===== config.mk =====
export PLATFORM = sky130hd
export DESIGN_NAME = parking_gate_controller_flat
export DESIGN_NICKNAME = d
export VERILOG_FILES = /design/src/rtl/parking_gate_if.sv /design/src/rtl/parking_gate_controller.sv /design/src/flat_wrapper.sv
export SDC_FILE = /design/constraint.sdc
export NUM_CORES = 1
export LEC_CHECK = 0
export ABC_CLOCK_PERIOD_IN_PS = 2060
export CORE_AREA = 2 2 43 45
export DETAILED_ROUTE_END_ITERATION = 16
export DIE_AREA = 0 0 45 47
export GPL_ROUTABILITY_DRIVEN = 0
export HOLD_SLACK_MARGIN = 0.05
export PLACE_DENSITY = 0.74
export SYNTH_ARGS = -nofsm -noshare
export SYNTH_HDL_FRONTEND = slang
export SYNTH_SLANG_ARGS = --single-unit

===== constraint.sdc =====
create_clock -name clk -period 2.06 [get_ports clk]
set_clock_uncertainty 0.1 [all_clocks]
set_input_delay 0.412 -clock clk [delete_from_list [all_inputs] [get_ports clk]]
set_output_delay 0.412 -clock clk [all_outputs]
set_load 0.005 [all_outputs]

===== src/rtl/parking_gate_if.sv =====
// Sensor, occupancy and counter-control signals between the gate environment and the controller.
interface parking_gate_if #(
  parameter int unsigned WIDTH = 8
);
  logic             sensor_a;
  logic             sensor_b;
  logic [WIDTH-1:0] occupancy;
  logic             inc;
  logic             dec;
  logic             full;
  logic             empty;
  logic             seq_error;
  logic             reject;

  modport master (
    output sensor_a, sensor_b, occupancy,
    input  inc, dec, full, empty, seq_error, reject
  );

  modport slave (
    input  sensor_a, sensor_b, occupancy,
    output inc, dec, full, empty, seq_error, reject
  );
endinterface


===== src/rtl/parking_gate_controller.sv =====
// Decodes the two gate photo-sensors into car entry/exit pulses for the occupancy counter,
// flagging full/empty lot state and out-of-order sensor sequences.
module parking_gate_controller #(
  parameter int unsigned WIDTH    = 8,
  parameter int unsigned CAPACITY = 200
) (
  input logic          clk,
  input logic          reset,
  parking_gate_if.slave gate
);

  typedef enum logic [2:0] {IDLE, EN1, EN2, EN3, EX1, EX2, EX3, ERR} state_t;

  state_t     state;
  logic [1:0] a_sync;
  logic [1:0] b_sync;
  logic [1:0] ab;
  logic       inc_q;
  logic       dec_q;
  logic       full_q;
  logic       empty_q;
  logic       seq_error_q;
  logic       reject_q;

  assign ab = {a_sync[1], b_sync[1]};

  assign gate.inc       = inc_q;
  assign gate.dec       = dec_q;
  assign gate.full      = full_q;
  assign gate.empty     = empty_q;
  assign gate.seq_error = seq_error_q;
  assign gate.reject    = reject_q;

  // Synchronizers, lot-status flags and the sequence FSM with registered outputs.
  always_ff @(posedge clk) begin
    if (reset) begin
      a_sync      <= 2'b00;
      b_sync      <= 2'b00;
      state       <= IDLE;
      inc_q       <= 1'b0;
      dec_q       <= 1'b0;
      reject_q    <= 1'b0;
      seq_error_q <= 1'b0;
      full_q      <= 1'b0;
      empty_q     <= 1'b1;
    end else begin
      a_sync      <= {a_sync[0], gate.sensor_a};
      b_sync      <= {b_sync[0], gate.sensor_b};
      full_q      <= (gate.occupancy >= WIDTH'(CAPACITY));
      empty_q     <= (gate.occupancy == '0);
      inc_q       <= 1'b0;
      dec_q       <= 1'b0;
      reject_q    <= 1'b0;
      seq_error_q <= 1'b0;

      case (state)
        IDLE: begin
          case (ab)
            2'b10: state <= EN1;
            2'b01: state <= EX1;
            2'b11: begin state <= ERR; seq_error_q <= 1'b1; end
            2'b00: state <= IDLE;
          endcase
        end
        EN1: begin
          case (ab)
            2'b11: state <= EN2;
            2'b00: state <= IDLE;
            2'b10: state <= EN1;
            2'b01: begin state <= ERR; seq_error_q <= 1'b1; end
          endcase
        end
        EN2: begin
          case (ab)
            2'b01: state <= EN3;
            2'b10: state <= EN1;
            2'b11: state <= EN2;
            2'b00: begin state <= ERR; seq_error_q <= 1'b1; end
          endcase
        end
        EN3: begin
          case (ab)
            2'b00: begin
              // Car fully inside: count it unless the lot is already full.
              state <= IDLE;
              if (full_q) reject_q <= 1'b1;
              else        inc_q    <= 1'b1;
            end
            2'b11: state <= EN2;
            2'b01: state <= EN3;
            2'b10: begin state <= ERR; seq_error_q <= 1'b1; end
          endcase
        end
        EX1: begin
          case (ab)
            2'b11: state <= EX2;
            2'b00: state <= IDLE;
            2'b01: state <= EX1;
            2'b10: begin state <= ERR; seq_error_q <= 1'b1; end
          endcase
        end
        EX2: begin
          case (ab)
            2'b10: state <= EX3;
            2'b01: state <= EX1;
            2'b11: state <= EX2;
            2'b00: begin state <= ERR; seq_error_q <= 1'b1; end
          endcase
        end
        EX3: begin
          case (ab)
            2'b00: begin
              // Car fully outside: uncount it unless the lot is already empty.
              state <= IDLE;
              if (empty_q) reject_q <= 1'b1;
              else         dec_q    <= 1'b1;
            end
            2'b11: state <= EX2;
            2'b10: state <= EX3;
            2'b01: begin state <= ERR; seq_error_q <= 1'b1; end
          endcase
        end
        ERR: begin
          if (ab == 2'b00) begin
            state <= IDLE;
          end else begin
            state       <= ERR;
            seq_error_q <= 1'b1;
          end
        end
      endcase
    end
  end

endmodule


===== src/flat_wrapper.sv =====
// flat-port wrapper written by rule: the top's interface ports become plain ports
module parking_gate_controller_flat 
#(
  parameter int unsigned WIDTH    = 8,
  parameter int unsigned CAPACITY = 200
)
  (clk, reset, gate_sensor_a, gate_sensor_b, gate_occupancy, gate_inc, gate_dec, gate_full, gate_empty, gate_seq_error, gate_reject);
  parking_gate_if #(.WIDTH(WIDTH)) gate_i ();
  input logic clk;
  input logic reset;
  input wire logic [$bits(gate_i.sensor_a)-1:0] gate_sensor_a;
  input wire logic [$bits(gate_i.sensor_b)-1:0] gate_sensor_b;
  input wire logic [$bits(gate_i.occupancy)-1:0] gate_occupancy;
  output wire logic [$bits(gate_i.inc)-1:0] gate_inc;
  output wire logic [$bits(gate_i.dec)-1:0] gate_dec;
  output wire logic [$bits(gate_i.full)-1:0] gate_full;
  output wire logic [$bits(gate_i.empty)-1:0] gate_empty;
  output wire logic [$bits(gate_i.seq_error)-1:0] gate_seq_error;
  output wire logic [$bits(gate_i.reject)-1:0] gate_reject;
  assign gate_i.sensor_a = gate_sensor_a;
  assign gate_i.sensor_b = gate_sensor_b;
  assign gate_i.occupancy = gate_occupancy;
  assign gate_inc = gate_i.inc;
  assign gate_dec = gate_i.dec;
  assign gate_full = gate_i.full;
  assign gate_empty = gate_i.empty;
  assign gate_seq_error = gate_i.seq_error;
  assign gate_reject = gate_i.reject;
  parking_gate_controller #(.WIDTH(WIDTH), .CAPACITY(CAPACITY)) u_core (.clk(clk), .reset(reset), .gate(gate_i));
endmodule

======== Word-level counts from Yosys, hierarchy flattened ========
Index checks and enable logic that the tools add are counted.
storage, ports and cells
  word-level logic and storage cells ...... 53
  input bits .............................. 12
  register bits after elaboration ......... 13
operators by class
  mux-type cells .......................... 22
  $lt $le $gt $ge ......................... 1
  reductions and logical operators ........ 8
  equal/unequal tests ..................... 10
  bitwise logic cells ..................... 3
operators by type and width
  cell                  count
  $pmux W3 S4           7
  $pmux W3 S8           1
  $eq A3 B3 Y1 const B  4
  $mux W1               11
  $ge A8 B8 Y1 const B  1
  $logic_not A8 Y1      1
  $eq A3 B2 Y1 const B  2
  $reduce_or A2 Y1      3
  $reduce_or A3 Y1      2
  $pmux W1 S5           1
  $eq A2 B2 Y1 const B  2
  $eq A3 B1 Y1 const B  1
  $logic_not A3 Y1      1
  $mux W3               1
  $not A1 Y1            3
  $eq A2 B1 Y1 const B  1
  $logic_not A2 Y1      1
  $pmux W1 S2           1

======== Longest topological paths before layout ========
Gate-level depths: netlist of the first run.
  word-level depth ........................ 3
  depth in mapped cells ................... 5

======== Least setup slack after synthesis of the first run ========
Ideal clock, no wire load.
  kind .................................... flip-flop to flip-flop
  start ................................... register u_core.b_sync[1]
  end ..................................... register u_core.state[1]
  data required time ...................... 1.865 ns
  setup slack ............................. 0.618 ns
  buffers on the path ..................... 0
  period minus slack after synthesis ...... 1.442 ns
  data arrival time ....................... 1.247 ns
  stages on the path, launching flop included .. 6
  cells stage by stage .................... dfxtp_1 > inv_1 > ha_1 > and3_1 > a2111o_1 > o311ai_1
between the ends
  cells in the longest elaborated chain, start to end .. 3
  elaborated cells between the ends (all ways) .. 13
  those cells by class .................... eq/ne: 3; mux: 9; reduce/logical: 1
RTL lines
  element                                     RTL line                        text
  start: declaration                          parking_gate_controller.sv:16   logic [1:0] b_sync;
  start signal: assignment                    parking_gate_controller.sv:48   b_sync <= {b_sync[0], gate.sensor_b};
  $eq A2 B1 Y1, or another cell as far along  n/a
  $pmux W3 S4, or another cell as far along   parking_gate_controller.sv:111  case (ab)
  $pmux W3 S8 *                               parking_gate_controller.sv:56   case (state)
  end signal: assignment                      parking_gate_controller.sv:59   2'b10: state <= EN1;
  end signal: assignment                      parking_gate_controller.sv:67   2'b11: state <= EN2;
  end signal: assignment                      parking_gate_controller.sv:75   2'b01: state <= EN3;
  end: declaration                            parking_gate_controller.sv:14   state_t state;
Mark *: on every way between the ends. The rest lies on a longest branch, timed or not. The select of a mux whose other input is x is not followed.
A chain may end at the register's enable or synchronous reset.

======== Worst setup path after layout of the first run ========
  start ................................... register u_core.empty_q (netlist: u_core.gate.empty)
  end ..................................... output port gate_empty
RTL lines
  element                   RTL line                       text
  start: declaration        parking_gate_controller.sv:21  logic empty_q;
  start signal: assignment  parking_gate_controller.sv:50  empty_q <= (gate.occupancy == '0);
  end: declaration          flat_wrapper.sv:17             output wire logic [$bits(gate_i.empty)-1:0] gate_empty;
No word-level cell between the ends.

==> results of run 1 <==
## cells in the mapped netlist (all sizes together)
| cell | instances | area (sq um) |
|---|---|---|
| nor3b | 1 | 7.51 |
| a31oi | 2 | 12.5 |
| a21oi | 1 | 5.00 |
| nor3 | 6 | 30.0 |
| ha | 6 | 75.1 |
| a311oi | 1 | 8.76 |
| a2bb2oi | 1 | 8.76 |
| o2111ai | 1 | 8.76 |
| nor2 | 4 | 15.0 |
| o32a | 1 | 10.0 |
| or2b | 2 | 15.0 |
| clkbuf | 1 | 3.75 |
| inv | 5 | 18.8 |
| or3 | 1 | 6.26 |
| o21ai | 6 | 33.8 |
| mux2 | 1 | 11.3 |
| a31o | 1 | 8.76 |
| and3 | 1 | 6.26 |
| and3b | 1 | 10.0 |
| a2111o | 2 | 22.5 |
| buf | 3 | 23.8 |
| nor4 | 1 | 6.26 |
| nand2b | 1 | 6.26 |
| nand4 | 1 | 6.26 |
| o211ai | 1 | 7.51 |
| nor2b | 7 | 43.8 |
| o311ai | 1 | 8.76 |
| or2 | 1 | 6.26 |
| a221o | 1 | 10.0 |
| and4b | 1 | 10.0 |
| nand3b | 1 | 7.51 |
| a21bo | 1 | 10.0 |
| dfxtp | 13 | 260 |
| nand2 | 3 | 11.3 |
## cells in the final DEF, fill, tap and decap left out, drive strengths merged, types with 2 or more instances in the layout
cell / synthesis / layout
or2b: 2 / 2
o21ai: 6 / 6
inv: 5 / 5
nor2: 4 / 4
clkbuf: 1 / 4
nor2b: 7 / 7
nor3: 6 / 6
a2111o: 2 / 2
nand2: 3 / 3
ha: 6 / 6
a31oi: 2 / 2
clkdlybuf4s50: 0 / 17
dfxtp: 13 / 13
## cell type report
class                   instances  area share, %
multi-input cells              59           46.0
repair buffers                 18           19.0
inverters                       5           2.01
well taps                      17           2.28
flip-flops and latches         13           27.9
clock buffers                   4           2.82
## routing by layer
layer | GRT usage (%) | wire, um | vias to the layer above
li1 | - | - | 330
met1 | 20.0 | 706 | 287
met2 | 24.6 | 734 | 13
met3 | 5.77 | 38 | 0
met4 | 8.24 | 0 | 0
met5 | 0 | 0 | -
## how the worst max path moves through the flow
stage	from	end	slack, ns	cells past startpoint
floorplan	u_core.b_sync[1]	u_core.state[1]	0.62	5
global placement	reset	u_core.state[1]	0.32	4
detailed placement	reset	u_core.state[1]	0.27	4
CTS	u_core.gate.full	gate_full	0.39	1
global route	u_core.gate.empty	gate_empty	0.34	1
finish	u_core.gate.empty	gate_empty	0.41	1
## power by group through the flow
| stage | Clock, uW | Sequential, uW | Combinational (uW) |
|---|---|---|---|
| floorplan | 0 | 286 | 101 |
| global placement | 0 | 304 | 126 |
| detailed placement | 0 | 304 | 126 |
| CTS | 161 | 298 | 127 |
| global route | 172 | 304 | 139 |
| finish | 149 | 299 | 126 |
## sequential cells by signal, indices dropped and copies added (netlist names)
| name | cells |
|---|---|
| u_core.state | 3 |
| u_core.a_sync | 2 |
| u_core.b_sync | 2 |
| u_core.gate.dec | 1 |
| u_core.gate.empty | 1 |
| u_core.gate.full | 1 |
| u_core.gate.inc | 1 |
| u_core.gate.reject | 1 |
| u_core.gate.seq_error | 1 |
## metrics by stage
step,hold slack [ns],worst slack (ns),std cells
finish,0.349,0.412,116
CTS,0.354,0.386,116
global route,0.367,0.342,116
floorplan,0.314,0.618,81
global placement,0.348,0.323,112
detailed placement,0.338,0.275,112
## cell families (layout without fill, tap and decap cells)
kind of cell	after synthesis	after routing	synth area share, %
AND/OR/NAND/NOR	32	32	25.5
AO/OA/AOI/OAI	20	20	21.1
flip-flops	13	13	35.4
buffers and inverters	9	27	6.29
adder cells (fa/ha/maj)	6	6	10.2
multiplexers	1	1	1.53
==> qor.csv, run 1 <==
metric;value;unit
status;complete, no violations;
leakage dissipation;0.000345;uW
capturing element type of the critical path;output pin;
fill cell total of the finished layout;152;
total congestion overflow after global routing;0;
upper clock frequency limit;607;MHz
max-cap violations;0;
Buffers & Inverters on Critical Path;1;
sequential element share of the synthesized area;35.4;%
wire length of the first global-routing pass;2.40;mm
H-tree lvl count;1;
Slowest Stage Delay on Critical Path;0.51;ns
depth of the most critical reg-to-reg path;4;
Final setup violation count;0;
power share of the combinational group;22.0;%
wire length per cell after detailed routing;12.8;um
drt via density;5.43;
synthesized net count;99;
die footprint;0.00212;sq mm
number of antenna repair diodes;0;
Power, Total;573;uW
number of global-route vias before repair;589;
Top Ports;18;
register clock-pin slew on the reported worst setup and hold paths;0.07;ns
endpoints failing hold;0;
layout cell share with drive strength beyond 1;11.1;%
clock insertion delay at the later pin of the skew report;0.27;ns
count of standard-cell rows;15;
critical path data arrival time;1.14;ns
Min-Delay Path Depth;1;
setup repair bufs after CTS;0;
die width;45;um
number of vias after detailed routing;630;
final worst path period share;80.0;%
worst slew pin tran;0.532;ns
Die Y;47;um
Final Routed Wirelength;1.48;mm
# resized after CTS;0;
Post-Syn Area per Cell;9.08;sq um
startpoint of the worst hold path;u_core.b_sync[0];
Post-Layout Inst Area;933;sq um
number of cells produced by synthesis;81;
Top Family by Delay on Critical Path;buffers and inverters;
P&R area growth vs syn;26.9;%
flops & latches, synth;13;
setup repair after global routing missed its margin;false;
Detail Route Antenna Nets;0;
area used by multi-input combinational logic;429;sq um
highest ir drop seen on vdd;0.415;mV
sequential cell area in the final layout;260;sq um
Util after Layout;56.5;%
initial antenna violation count;0;
cell-by-cell trace of the critical path;clkdlybuf4s50_1;
# hold bufs at CTS;0;
summed instance area of the synthesized netlist;736;sq um
CTS max path bufs;2;
Buffers on Ports;17;
Num Clock Sinks;13;
worst slew slack as a fraction of its limit;64.5;%
core box area;0.00165;sq mm
Setup CP Type;reg2out;
first-pass iteration count of the detailed router;4;
placed wire-length estimate;1.14;mm
element type at the critical path start;flip-flop;
minimum clock period;1.65;ns
Total Nets Final;118;
number of design-rule violations left by the first detailed-router iteration;11;
internal power;419;uW
highest-delay cell along the critical path;clkdlybuf4s50_1;
clock tree from TritonCTS;built;
DRC;0;
flop-to-flop setup slack;0.49;ns
count of unique library cells instantiated by Yosys;38;
Seq pwr share;52.1;%
share of total power consumed by net switching;27.0;%
overall global routing resource usage;16.1;%
master cell of the clock root buffer;clkbuf_4;
pin count of the biggest net entering global routing;19;
Initial Utilization;44.5;%
Switching Power;155;uW
number of buffers inserted during clock tree synthesis;3;
area of placed instances;907;sq um
final number of max-transition violations;0;
Crit path required time;1.55;ns
power per cell area;614;mW/mm^2
path class of the lowest-slack min-delay path;reg2reg;
launch point of the worst reg-to-reg path;u_core.b_sync[1];
Synth warnings;0;
Setup TNS Final;0;ns
worst-case hold path end point;u_core.b_sync[1];
clock share of power;25.9;%
largest fanout of any net on the critical path;3;
end of the worst register-to-register path;u_core.state[0];
No activity file was read; power rests on OpenSTA's default activity.
==> run 2: changes to the inputs <==
ABC_CLOCK_PERIOD_IN_PS = 1500   (was 2060)
CORE_AREA = 2 2 45 47   (was 2 2 43 45)
DIE_AREA = 0 0 47 49   (was 0 0 45 47)
PLACE_DENSITY = 0.71   (was 0.74)
clock period = 1.5 ns   (was 2.06 ns; I/O delays follow)
==> run 2 against run 1 <==
Wire length rose by 11%; hold slack got worse by 0.0058 ns; die area rose by 8.9%; via count increased by 6.5%; sequential power up 36%; core utilization rose by 0.41 points; count of clock-buffer cells in the layout stayed put; setup slack got worse by 0.35 ns; first-iteration DRC count is 18% lower; sequential share of layout area fell by 2.5 points; cell count increased by 16%; clock power grew 46%; critical path type is now reg2reg; largest cell class unchanged; largest power group unchanged.
==> qor.csv, run 2 (synthesized netlist as in run 1, its figures left out) <==
metric;value;unit;change
Post-Layout Inst Area;0.00105;sq mm;+12%
power share of the combinational group;24.8;%;+2.8 points
clock tree from TritonCTS;built;;
critical path data arrival time;1.50;ns;+0.36 ns
most common cell after layout, fill and taps aside;clkdlybuf4s50_1;;
P&R area growth vs syn;42.5;%;
top library cells by usage in the layout, fill and taps aside;clkdlybuf4s50_1 (11), buf_4 (10), dfxtp_1 (8);;
Final Routed Wirelength;1.64;mm;+11%
number of global-route vias before repair;643;;+9.2%
max-cap violations;0;;unchanged
setup repair after global routing missed its margin;false;;
total congestion overflow after global routing;0;;unchanged
highest ir drop seen on vdd;0.563;mV;+36%
wire length per cell after detailed routing;12.1;um;-4.9%
die footprint;0.00230;sq mm;+8.9%
largest fanout of any net on the critical path;5;;+2
Buffers on Ports;17;;unchanged
initial antenna violation count;0;;unchanged
number of flip-flops in the largest register;3;;unchanged
Util after Layout;56.9;%;+0.41 points
upper clock frequency limit;695;MHz;
leading registers by flop count;u_core.state: 3 flops, u_core.a_sync: 2 flops, u_core.b_sync: 2 flops;;
final worst path period share;95.9;%;
number of instances in the placed design;129;;+15%
Total Nets Final;127;;+7.6%
endpoints failing hold;0;;unchanged
internal power;596;uW;+42%
number of buffers inserted during clock tree synthesis;3;;unchanged
placed wire-length estimate;1.29;mm;+13%
Final setup violation count;0;;unchanged
CTS max path bufs;2;;unchanged
power per cell area;794;mW/mm^2;+29%
drt via density;4.97;;-8.5%
register clock-pin slew on the reported worst setup and hold paths;0.08;ns;about the same
core box area;0.00184;sq mm;+12%
Die Y;49;um;+4.3%
clock insertion delay at the later pin of the skew report;0.28;ns;about the same
number of design-rule violations left by the first detailed-router iteration;9;;-2
hold_ws;0.343;ns;-0.00577 ns
pin count of the biggest net entering global routing;19;;unchanged
Switching Power;237;uW;+53%
clock share of power;26.2;%;+0.3 points
wire length of the first global-routing pass;2.88;mm;+20%
area of placed instances;972;sq um;+7.2%
Detail Route Antenna Nets;0;;unchanged
leakage dissipation;0.000439;uW;+27%
register with the most flip-flops;u_core.state;;
count of standard-cell rows;16;;+1
minimum clock period;1.44;ns;
first-pass iteration count of the detailed router;4;;unchanged
share of total power consumed by net switching;28.5;%;+1.5 points
Initial Utilization;39.9;%;-4.6 points
path class of the lowest-slack min-delay path;reg2reg;;
element type at the critical path start;flip-flop;;
worst slew pin tran;0.351;ns;-0.181 ns
master cell of the clock root buffer;clkbuf_4;;
final number of max-transition violations;0;;unchanged
die width;47;um;+4.4%
Num Clock Sinks;13;;unchanged
Top Ports;18;;unchanged
status;complete, no violations;;
Setup CP Type;reg2reg;;
number of antenna repair diodes;0;;unchanged
DRC;0;;unchanged
capturing element type of the critical path;flip-flop;;
worst slew slack as a fraction of its limit;76.6;%;+12 points
number of vias after detailed routing;671;;+6.5%
layout cell share with drive strength beyond 1;30.6;%;+19 points
overall global routing resource usage;16.9;%;+0.76 points
Seq pwr share;49.0;%;-3.1 points
H-tree lvl count;1;;unchanged
final cell count without fillers;135;;+16%
# hold bufs at CTS;0;;unchanged
Crit path required time;1.56;ns;about the same
-- run 2: cell types whose count changed in the layout (fill, tap and decap cells not counted), moves of 4 or more --
| cell | change |
|---|---|
| buf_4 | +9 |
| clkdlybuf4s50_1 | -6 |
| dfxtp_1 | -5 |
| dfxtp_2 | +5 |
| ha_1 | -5 |
| dlygate4sd2_1 | +4 |
| ha_2 | +4 |
-- run 2: power groups by stage --
stage / Combinational, uW / Clock [uW] / Sequential (uW)
after detailed placement: 194 / 0 / 414
after global routing: 229 / 237 / 413
after global placement: 191 / 0 / 413
final: 207 / 218 / 408
after CTS: 198 / 224 / 407
after floorplan: 139 / 0 / 392
-- run 2: repair_timing --
action                     CTS  global route
resized for setup           10            11
pin swaps                    1             0
setup endpoints to repair    6             6
buffers inserted             2             0
-- run 2: worst paths after layout --
path                                       start                    end  slack, ns  depth (start not counted)
worst min-delay path            u_core.a_sync[0]       u_core.a_sync[1]       0.34                          1
worst max register to register  u_core.b_sync[1]  u_core.gate.seq_error       0.06                          5
worst min register to register  u_core.a_sync[0]       u_core.a_sync[1]       0.34                          1
worst max-delay path            u_core.b_sync[1]  u_core.gate.seq_error       0.06                          5
-- run 2: layout make-up --
type	count	area, sq um
clock buffers	4	26.3
fillers	177	793
well taps	27	33.8
inverters	5	18.8
flip-flops and latches	13	267
multi-input cells	59	458
repair buffers	27	245
-- run 2: critical path: stages (launching register included) --
cell,delay (ns)
dfxtp_2,0.34
ha_2,0.20
buf_4,0.14
mux2_2,0.27
o211ai_1,0.18
a31oi_1,0.10
-- run 2: through the flow --
step / power (uW) / TNS, ns / setup slack (ns)
2_1_floorplan: 531 / 0 / 0.0580
3_3_place_gp: 604 / -0.0215 / -0.0215
3_5_place_dp: 608 / -0.0856 / -0.0475
4_1_cts: 829 / 0 / 0.00284
5_1_grt: 879 / 0 / 0.0123
6_report: 833 / 0 / 0.0609
-- run 2: layer usage --
metal	GRT usage [%]	routed length, um	up-vias
met5	0	0	-
met4	1.39	0	0
met3	6.67	68	0
met2	26.9	814	11
met1	22.0	754	309
li1	-	-	351
